--- config.mk ---
export PLATFORM = sky130hd
export DESIGN_NAME = multicycle_control_flat
export DESIGN_NICKNAME = d
export VERILOG_FILES = /design/src/rtl/mc_pkg.sv /design/src/rtl/multicycle_control_if.sv /design/src/rtl/mc_alu_decode.sv /design/src/rtl/multicycle_control.sv /design/src/flat_wrapper.sv
export SDC_FILE = /design/constraint.sdc
export NUM_CORES = 1
export LEC_CHECK = 0
export CORE_MARGIN = 5
export CORE_UTILIZATION = 47
export DETAILED_ROUTE_END_ITERATION = 8
export GPL_TIMING_DRIVEN = 0
export HOLD_SLACK_MARGIN = 0.05
export PLACE_DENSITY = 0.81
export SLEW_MARGIN = 20
export SYNTH_ARGS = -nofsm -noshare
export SYNTH_HDL_FRONTEND = slang
export SYNTH_SLANG_ARGS = --single-unit
--- constraint.sdc ---
create_clock -name clk -period 2.1 [get_ports clk]
set_input_delay 0.21 -clock clk [delete_from_list [all_inputs] [get_ports clk]]
set_output_delay 0.21 -clock clk [all_outputs]
set_load 0.05 [all_outputs]
--- src/rtl/mc_pkg.sv ---
`default_nettype none
// ============================================================================
// Module      : mc_pkg
// Description : Encodings, state enum and Moore output decode for the
//               multi-cycle MIPS-subset control sequencer.
// Revision    : 1.0  initial release
// ============================================================================
package mc_pkg;

    typedef enum logic [3:0] {
        S_FETCH  = 4'd0,
        S_DECODE = 4'd1,
        S_MEMADR = 4'd2,
        S_MEMRD  = 4'd3,
        S_MEMWB  = 4'd4,
        S_MEMWR  = 4'd5,
        S_EXEC   = 4'd6,
        S_ALUWB  = 4'd7,
        S_BRANCH = 4'd8,
        S_JUMP   = 4'd9,
        S_TRAP   = 4'd10
    } state_t;

    localparam logic [5:0] c_op_rtype = 6'b000000;
    localparam logic [5:0] c_op_lw    = 6'b100011;
    localparam logic [5:0] c_op_sw    = 6'b101011;
    localparam logic [5:0] c_op_beq   = 6'b000100;
    localparam logic [5:0] c_op_j     = 6'b000010;

    localparam logic [5:0] c_fn_add = 6'b100000;
    localparam logic [5:0] c_fn_sub = 6'b100010;
    localparam logic [5:0] c_fn_and = 6'b100100;
    localparam logic [5:0] c_fn_or  = 6'b100101;
    localparam logic [5:0] c_fn_slt = 6'b101010;

    localparam logic [3:0] c_alu_and = 4'b0000;
    localparam logic [3:0] c_alu_or  = 4'b0001;
    localparam logic [3:0] c_alu_add = 4'b0010;
    localparam logic [3:0] c_alu_sub = 4'b0110;
    localparam logic [3:0] c_alu_slt = 4'b0111;
    localparam logic [3:0] c_alu_bad = 4'b1111;

    localparam logic [1:0] c_srcb_rt     = 2'b00;
    localparam logic [1:0] c_srcb_four   = 2'b01;
    localparam logic [1:0] c_srcb_imm    = 2'b10;
    localparam logic [1:0] c_srcb_imm_sh = 2'b11;

    localparam logic [1:0] c_pcs_alu    = 2'b00;
    localparam logic [1:0] c_pcs_aluout = 2'b01;
    localparam logic [1:0] c_pcs_jump   = 2'b10;

    typedef struct packed {
        logic       mem_req;
        logic       iord;
        logic       memwrite;
        logic       pc_en;
        logic [1:0] pcsource;
        logic       alusrca;
        logic [1:0] alusrcb;
        logic       extop;
        logic [3:0] aluop;
        logic       regdst;
        logic       regwrite;
        logic       mem2reg;
        logic       instr_done;
        logic       illegal;
    } ctl_t;

    // State-only part of the control word; the Mealy terms are ORed in by the FSM.
    function automatic ctl_t moore_ctl(input state_t s, input logic [3:0] exec_aluop);
        ctl_t c;
        c = '0;
        case (s)
            S_FETCH: begin
                c.mem_req = 1'b1;
                c.alusrcb = c_srcb_four;
                c.aluop   = c_alu_add;
                c.pcsource = c_pcs_alu;
            end
            S_DECODE: begin
                c.alusrcb = c_srcb_imm_sh;
                c.extop   = 1'b1;
                c.aluop   = c_alu_add;
            end
            S_MEMADR: begin
                c.alusrca = 1'b1;
                c.alusrcb = c_srcb_imm;
                c.extop   = 1'b1;
                c.aluop   = c_alu_add;
            end
            S_MEMRD: begin
                c.mem_req = 1'b1;
                c.iord    = 1'b1;
            end
            S_MEMWB: begin
                c.regwrite   = 1'b1;
                c.mem2reg    = 1'b1;
                c.instr_done = 1'b1;
            end
            S_MEMWR: begin
                c.mem_req  = 1'b1;
                c.memwrite = 1'b1;
                c.iord     = 1'b1;
            end
            S_EXEC: begin
                c.alusrca = 1'b1;
                c.alusrcb = c_srcb_rt;
                c.aluop   = exec_aluop;
            end
            S_ALUWB: begin
                c.regwrite   = 1'b1;
                c.regdst     = 1'b1;
                c.instr_done = 1'b1;
            end
            S_BRANCH: begin
                c.alusrca    = 1'b1;
                c.alusrcb    = c_srcb_rt;
                c.aluop      = c_alu_sub;
                c.pcsource   = c_pcs_aluout;
                c.instr_done = 1'b1;
            end
            S_JUMP: begin
                c.pcsource   = c_pcs_jump;
                c.pc_en      = 1'b1;
                c.instr_done = 1'b1;
            end
            S_TRAP: begin
                c.illegal = 1'b1;
            end
            default: c = '0;
        endcase
        return c;
    endfunction

endpackage
`default_nettype wire

--- src/rtl/multicycle_control_if.sv ---
`default_nettype none
// ============================================================================
// Module      : multicycle_control_if
// Description : Control/status bundle between sequencer (master) and datapath.
// Revision    : 1.0  initial release
// ============================================================================
interface multicycle_control_if;

    logic [5:0] opcode;
    logic [5:0] func;
    logic       zero;
    logic       mem_ready;

    logic       mem_req;
    logic       iord;
    logic       memwrite;
    logic       irwrite;
    logic       pc_en;
    logic [1:0] pcsource;
    logic       alusrca;
    logic [1:0] alusrcb;
    logic       extop;
    logic [3:0] aluop;
    logic       regdst;
    logic       regwrite;
    logic       mem2reg;
    logic       instr_done;
    logic       illegal;

    modport master (
        input  opcode, func, zero, mem_ready,
        output mem_req, iord, memwrite, irwrite, pc_en, pcsource,
               alusrca, alusrcb, extop, aluop, regdst, regwrite,
               mem2reg, instr_done, illegal
    );

    modport slave (
        output opcode, func, zero, mem_ready,
        input  mem_req, iord, memwrite, irwrite, pc_en, pcsource,
               alusrca, alusrcb, extop, aluop, regdst, regwrite,
               mem2reg, instr_done, illegal
    );

endinterface
`default_nettype wire

--- src/rtl/mc_alu_decode.sv ---
`default_nettype none
// ============================================================================
// Module      : mc_alu_decode
// Description : R-type func field to ALU operation, with a legality flag.
// Revision    : 1.0  initial release
// ============================================================================
module mc_alu_decode
    import mc_pkg::*;
(
    input  logic [5:0] func,
    output logic [3:0] aluop,
    output logic       valid
);

    always_comb begin
        aluop = c_alu_bad;
        valid = 1'b1;
        case (func)
            c_fn_add: aluop = c_alu_add;
            c_fn_sub: aluop = c_alu_sub;
            c_fn_and: aluop = c_alu_and;
            c_fn_or:  aluop = c_alu_or;
            c_fn_slt: aluop = c_alu_slt;
            default:  valid = 1'b0;
        endcase
    end

endmodule
`default_nettype wire

--- src/rtl/multicycle_control.sv ---
`default_nettype none
// ============================================================================
// Module      : multicycle_control
// Description : Moore sequencer stepping MIPS-subset instructions through
//               fetch/decode/execute/memory/write-back with a req/ready memory.
// Revision    : 1.0  initial release
// ============================================================================
module multicycle_control
    import mc_pkg::*;
(
    input  logic                        clk,
    input  logic                        rst_n,
    multicycle_control_if.master        bus
);

    state_t     r_state;
    state_t     w_next;
    state_t     w_target;
    logic       r_run;
    ctl_t       r_ctl;
    logic [3:0] w_fn_aluop;
    logic       w_fn_valid;
    logic       w_fetch_hit;

    mc_alu_decode u_alu_decode (
        .func  (bus.func),
        .aluop (w_fn_aluop),
        .valid (w_fn_valid)
    );

    always_comb begin
        w_next = r_state;
        case (r_state)
            S_FETCH:  if (bus.mem_ready) w_next = S_DECODE;
            S_DECODE: begin
                case (bus.opcode)
                    c_op_rtype:       w_next = S_EXEC;
                    c_op_lw, c_op_sw: w_next = S_MEMADR;
                    c_op_beq:         w_next = S_BRANCH;
                    c_op_j:           w_next = S_JUMP;
                    default:          w_next = S_TRAP;
                endcase
            end
            S_MEMADR: w_next = (bus.opcode == c_op_sw) ? S_MEMWR : S_MEMRD;
            S_MEMRD:  if (bus.mem_ready) w_next = S_MEMWB;
            S_MEMWB:  w_next = S_FETCH;
            S_MEMWR:  if (bus.mem_ready) w_next = S_FETCH;
            S_EXEC:   w_next = w_fn_valid ? S_ALUWB : S_TRAP;
            S_ALUWB:  w_next = S_FETCH;
            S_BRANCH: w_next = S_FETCH;
            S_JUMP:   w_next = S_FETCH;
            S_TRAP:   w_next = S_TRAP;
            default:  w_next = S_FETCH;
        endcase
    end

    // The first edge after reset only arms run; the FETCH outputs appear with it.
    assign w_target = r_run ? w_next : S_FETCH;

    // Control word is registered from the next state, so state-only outputs
    // come straight from flops. The EXEC aluop is captured on DECODE->EXEC,
    // which is safe because the instruction register is already stable then.
    always_ff @(posedge clk or negedge rst_n) begin
        if (!rst_n) begin
            r_state <= S_FETCH;
            r_run   <= 1'b0;
            r_ctl   <= '0;
        end else begin
            r_run   <= 1'b1;
            r_state <= w_target;
            r_ctl   <= moore_ctl(w_target, w_fn_aluop);
        end
    end

    assign w_fetch_hit = r_run && (r_state == S_FETCH) && bus.mem_ready;

    assign bus.mem_req    = r_ctl.mem_req;
    assign bus.iord       = r_ctl.iord;
    assign bus.memwrite   = r_ctl.memwrite;
    assign bus.irwrite    = w_fetch_hit;
    assign bus.pc_en      = r_ctl.pc_en | w_fetch_hit
                          | (r_run && (r_state == S_BRANCH) && bus.zero);
    assign bus.pcsource   = r_ctl.pcsource;
    assign bus.alusrca    = r_ctl.alusrca;
    assign bus.alusrcb    = r_ctl.alusrcb;
    assign bus.extop      = r_ctl.extop;
    assign bus.aluop      = r_ctl.aluop;
    assign bus.regdst     = r_ctl.regdst;
    assign bus.regwrite   = r_ctl.regwrite;
    assign bus.mem2reg    = r_ctl.mem2reg;
    assign bus.instr_done = r_ctl.instr_done
                          | (r_run && (r_state == S_MEMWR) && bus.mem_ready);
    assign bus.illegal    = r_ctl.illegal;

endmodule
`default_nettype wire

--- src/flat_wrapper.sv ---
// flat-port wrapper written by rule: the top's interface ports become plain ports
module multicycle_control_flat import mc_pkg::*;
  (clk, rst_n, bus_opcode, bus_func, bus_zero, bus_mem_ready, bus_mem_req, bus_iord, bus_memwrite, bus_irwrite, bus_pc_en, bus_pcsource, bus_alusrca, bus_alusrcb, bus_extop, bus_aluop, bus_regdst, bus_regwrite, bus_mem2reg, bus_instr_done, bus_illegal);
  multicycle_control_if bus_i ();
  input  logic clk;
  input  logic rst_n;
  input wire logic [$bits(bus_i.opcode)-1:0] bus_opcode;
  input wire logic [$bits(bus_i.func)-1:0] bus_func;
  input wire logic [$bits(bus_i.zero)-1:0] bus_zero;
  input wire logic [$bits(bus_i.mem_ready)-1:0] bus_mem_ready;
  output wire logic [$bits(bus_i.mem_req)-1:0] bus_mem_req;
  output wire logic [$bits(bus_i.iord)-1:0] bus_iord;
  output wire logic [$bits(bus_i.memwrite)-1:0] bus_memwrite;
  output wire logic [$bits(bus_i.irwrite)-1:0] bus_irwrite;
  output wire logic [$bits(bus_i.pc_en)-1:0] bus_pc_en;
  output wire logic [$bits(bus_i.pcsource)-1:0] bus_pcsource;
  output wire logic [$bits(bus_i.alusrca)-1:0] bus_alusrca;
  output wire logic [$bits(bus_i.alusrcb)-1:0] bus_alusrcb;
  output wire logic [$bits(bus_i.extop)-1:0] bus_extop;
  output wire logic [$bits(bus_i.aluop)-1:0] bus_aluop;
  output wire logic [$bits(bus_i.regdst)-1:0] bus_regdst;
  output wire logic [$bits(bus_i.regwrite)-1:0] bus_regwrite;
  output wire logic [$bits(bus_i.mem2reg)-1:0] bus_mem2reg;
  output wire logic [$bits(bus_i.instr_done)-1:0] bus_instr_done;
  output wire logic [$bits(bus_i.illegal)-1:0] bus_illegal;
  assign bus_i.opcode = bus_opcode;
  assign bus_i.func = bus_func;
  assign bus_i.zero = bus_zero;
  assign bus_i.mem_ready = bus_mem_ready;
  assign bus_mem_req = bus_i.mem_req;
  assign bus_iord = bus_i.iord;
  assign bus_memwrite = bus_i.memwrite;
  assign bus_irwrite = bus_i.irwrite;
  assign bus_pc_en = bus_i.pc_en;
  assign bus_pcsource = bus_i.pcsource;
  assign bus_alusrca = bus_i.alusrca;
  assign bus_alusrcb = bus_i.alusrcb;
  assign bus_extop = bus_i.extop;
  assign bus_aluop = bus_i.aluop;
  assign bus_regdst = bus_i.regdst;
  assign bus_regwrite = bus_i.regwrite;
  assign bus_mem2reg = bus_i.mem2reg;
  assign bus_instr_done = bus_i.instr_done;
  assign bus_illegal = bus_i.illegal;
  multicycle_control u_core (.clk(clk), .rst_n(rst_n), .bus(bus_i));
endmodule
==> flow_summary.ini <==
[outcome]
outcome = finished with violations
failed_checks = setup timing

[sta]
tightest_slew_ns = 0.5825
fin_crit_ns = 2.351
slew_headroom_pct = 60.16
setup_viol = 2
rsz0062_at_grt = true
skew_ns = 0.002802
tns_ns = -0.4492
fin_ws_ns = -0.2511
fmax_mhz = 425.3
slew_viol_final = 0
finalHoldViolCount = 0
min_period_over_period_pct = 112.0

[die]
io_pins = 36
die_y_um = 62.75
core_um2 = 2710
row_count = 19
start_util_pct = 48.25
dieArea_um2 = 3937
die_x_um = 62.75

[power]
p_leak_nw = 0.9144
vdd_ir_drop_max_uv = 714.1
power_density_nw_per_um2 = 630.4

[global_route]
grt_max_degree = 23
grt_pass1_wl_um = 5664
antenna_found_initial = 0
grtUsageTotal_pct = 17.58
grt_overflow_total = 0
grt_pass1_vias = 1234

[worst_setup_path]
slowest_delay_ns = 0.45
slowest_stage = dfrtp_2
startpoint_type = flop
crit_fanout = 5
endpoint_kind = output port
required_ns = 1.89
crit_buf_inv = 2
worst-setup-path-type = flop to output port
crit_family = compound AO/OA/AOI/OAI gates
crit_chain = buf_4, nor2b_1, nand4_1, a221o_1, a21oi_4, o31ai_4, buf_6
crit_arrival_ns = 2.14

[finish]
area_delta_synth_final_pct = 58.56
fin_nets = 209
antenna_cells = 0
fillers = 166
final_cell_mix = buf_4, clkdlybuf4s50_1, dfrtp_1
mostFrequentLayoutCell = buf_4
layout-drive-gt1-share_pct = 39.06

[yosys]
syn-num-nets = 146
dominantRegCellSynth = dfrtp_1
seq_area_frac_synth_pct = 42.11
ys_warn_count = 0
ys_ff_latch = 22
synth.distinct_cells = 56
syn_inst = 130
syn_avg_cell_area_um2 = 10.06
async_reset_ff_share_pct = 100.0
netlist_area_um2 = 1308
synth_edf_count = 0

[clock_tree]
cts_tree = built
cts_root_buf = clkbuf_4
cts_sinks = 22
clock_path_buffers = 2
cts_buffers = 3
h-tree-depth = 1
cts.clk_slew.worst_paths_ns = 0.11
worstSkewPairLatency_ns = 0.31

[routing]
drc = 0
first_iter_violations = 35
first_pass_iters = 4
routed_wl_um = 3450
ant_nets = 0
vias = 1227
wl_per_cell_um = 15.47
avgViaCountPerCell = 5.502

[place]
place_ws_ns = -1.177
dp_hpwl_um = 2162
portBuffers = 35
gp_congestion = 0.7750

[flow_run]
drv_cap = 0

[worst_hold_path]
hold_class = input pin to async pin
cell usage after synthesis (3+ instances only):
cell / number / area (µm²)
dfrtp_1: 22 / 550.5
buf_4: 8 / 60.06
or3b_1: 3 / 26.28
nor2_1: 6 / 22.52
a21oi_1: 5 / 25.02
nand3_1: 4 / 20.02
inv_1: 5 / 18.77
nand2b_1: 3 / 18.77
buf_2: 3 / 15.01
xnor2_1: 3 / 26.28
nor3_1: 7 / 35.03
nand2_1: 9 / 33.78
power by group:
| part | internal, mW | switching (mW) | leakage, nW |
|---|---|---|---|
| registers | 0.457 | 0.0216 | 0.286 |
| logic | 0.258 | 0.345 | 0.608 |
| clock network | 0.106 | 0.119 | 0.0210 |
| total | 0.821 | 0.486 | 0.914 |
worst reg2reg max path, stage by stage (launching register included):
cell	delay, ns
dfrtp_2	0.45
buf_4	0.15
nor2b_1	0.14
nand4_1	0.16
a221o_1	0.39
a21oi_4	0.28
buf_6	0.17
nand2_2	0.09
nor3_2	0.16
logic make-up (layout without fill, tap and decap cells):
kind of cell              after synthesis  count (layout)  share of synthesized area, %
and+or+nand+nor                        57              57                         29.09
AOI/OAI and AO/OA                      26              26                         15.79
DFF                                    22              22                         42.11
buffers and inverters                  19              81                         9.091
xor gates and xnor gates                3               3                         2.010
muxes                                   2               2                         1.627
other                                   1               1                        0.2868
sequential cells by signal, summed over array words and instances (netlist names):
signal / cells
u_core.bus.iord: 1
u_core.bus.memwrite: 1
u_core.bus.regdst: 1
u_core.r_state: 4
u_core.bus.pcsource: 1
u_core.r_run: 1
u_core.bus.alusrcb: 2
u_core.bus.alusrca: 1
u_core.bus.mem2reg: 1
u_core.r_ctl: 2
u_core.bus.regwrite: 1
u_core.bus.aluop: 4
u_core.bus.illegal: 1
u_core.bus.mem_req: 1
metal layers:
| layer | vias up | GRT usage [%] | share of wire [%] |
|---|---|---|---|
| met5 | - | 0 | 0 |
| met4 | 0 | 5.040 | 0 |
| met3 | 0 | 4.496 | 4.7 |
| met2 | 33 | 31.74 | 55 |
| met1 | 609 | 20.25 | 40 |
| li1 | 585 | - | - |
final timing paths:
check | startpoint | to | slack (ns) | cells after the start
max | u_core.r_state[0]$_DFF_PN0_ | bus_pc_en | -0.25 | 7
min | rst_n | u_core.bus.aluop[3]$_DFF_PN0_ | 0.39 | 2
max reg2reg | u_core.r_state[0]$_DFF_PN0_ | u_core.bus.aluop[0]$_DFF_PN0_ | 0.05 | 8
min reg2reg | u_core.r_run$_DFF_PN0_ | u_core.bus.mem2reg$_DFF_PN0_ | 0.72 | 2
max in group asynchronous | rst_n | u_core.r_state[0]$_DFF_PN0_ | 1.36 | 2
min in group clk | bus_func[1] | u_core.bus.aluop[0]$_DFF_PN0_ | 0.47 | 3
cell type report:
class	count	area (µm²)	area share, %
buffer	11	93.84	4.526
sequential	22	553.0	26.67
tap	31	38.79	1.871
inverter	6	27.53	1.328
multi-input combinational	89	787.0	37.96
timing repair buffer	60	536.8	25.89
clock buffer	4	36.28	1.750
what timing repair did:
item / CTS / global route
hold buffers: 0 / 1
cloned: 0 / 0
resized for setup: 39 / 14
pin swaps: 15 / 10
endpoints found under the hold margin: 0 / 22
setup buffers: 21 / 4
endpoints found under the setup margin: 3 / 10
through the flow:
step                utilization (%)  cell area, µm²  std cells  total power [mW]  hold WS (ns)
finish                        76.50            2073        223             1.307        0.3923
global route                  76.50            2073        223             1.371        0.4440
CTS                           74.01            2006        220             1.286        0.4374
detailed placement            63.85            1730        196            0.9845        0.7169
global placement              63.85            1730        196            0.9749        0.7051
floorplan                         -            1341        130            0.8318      -0.08559
(Power assumes the default switching activity.)
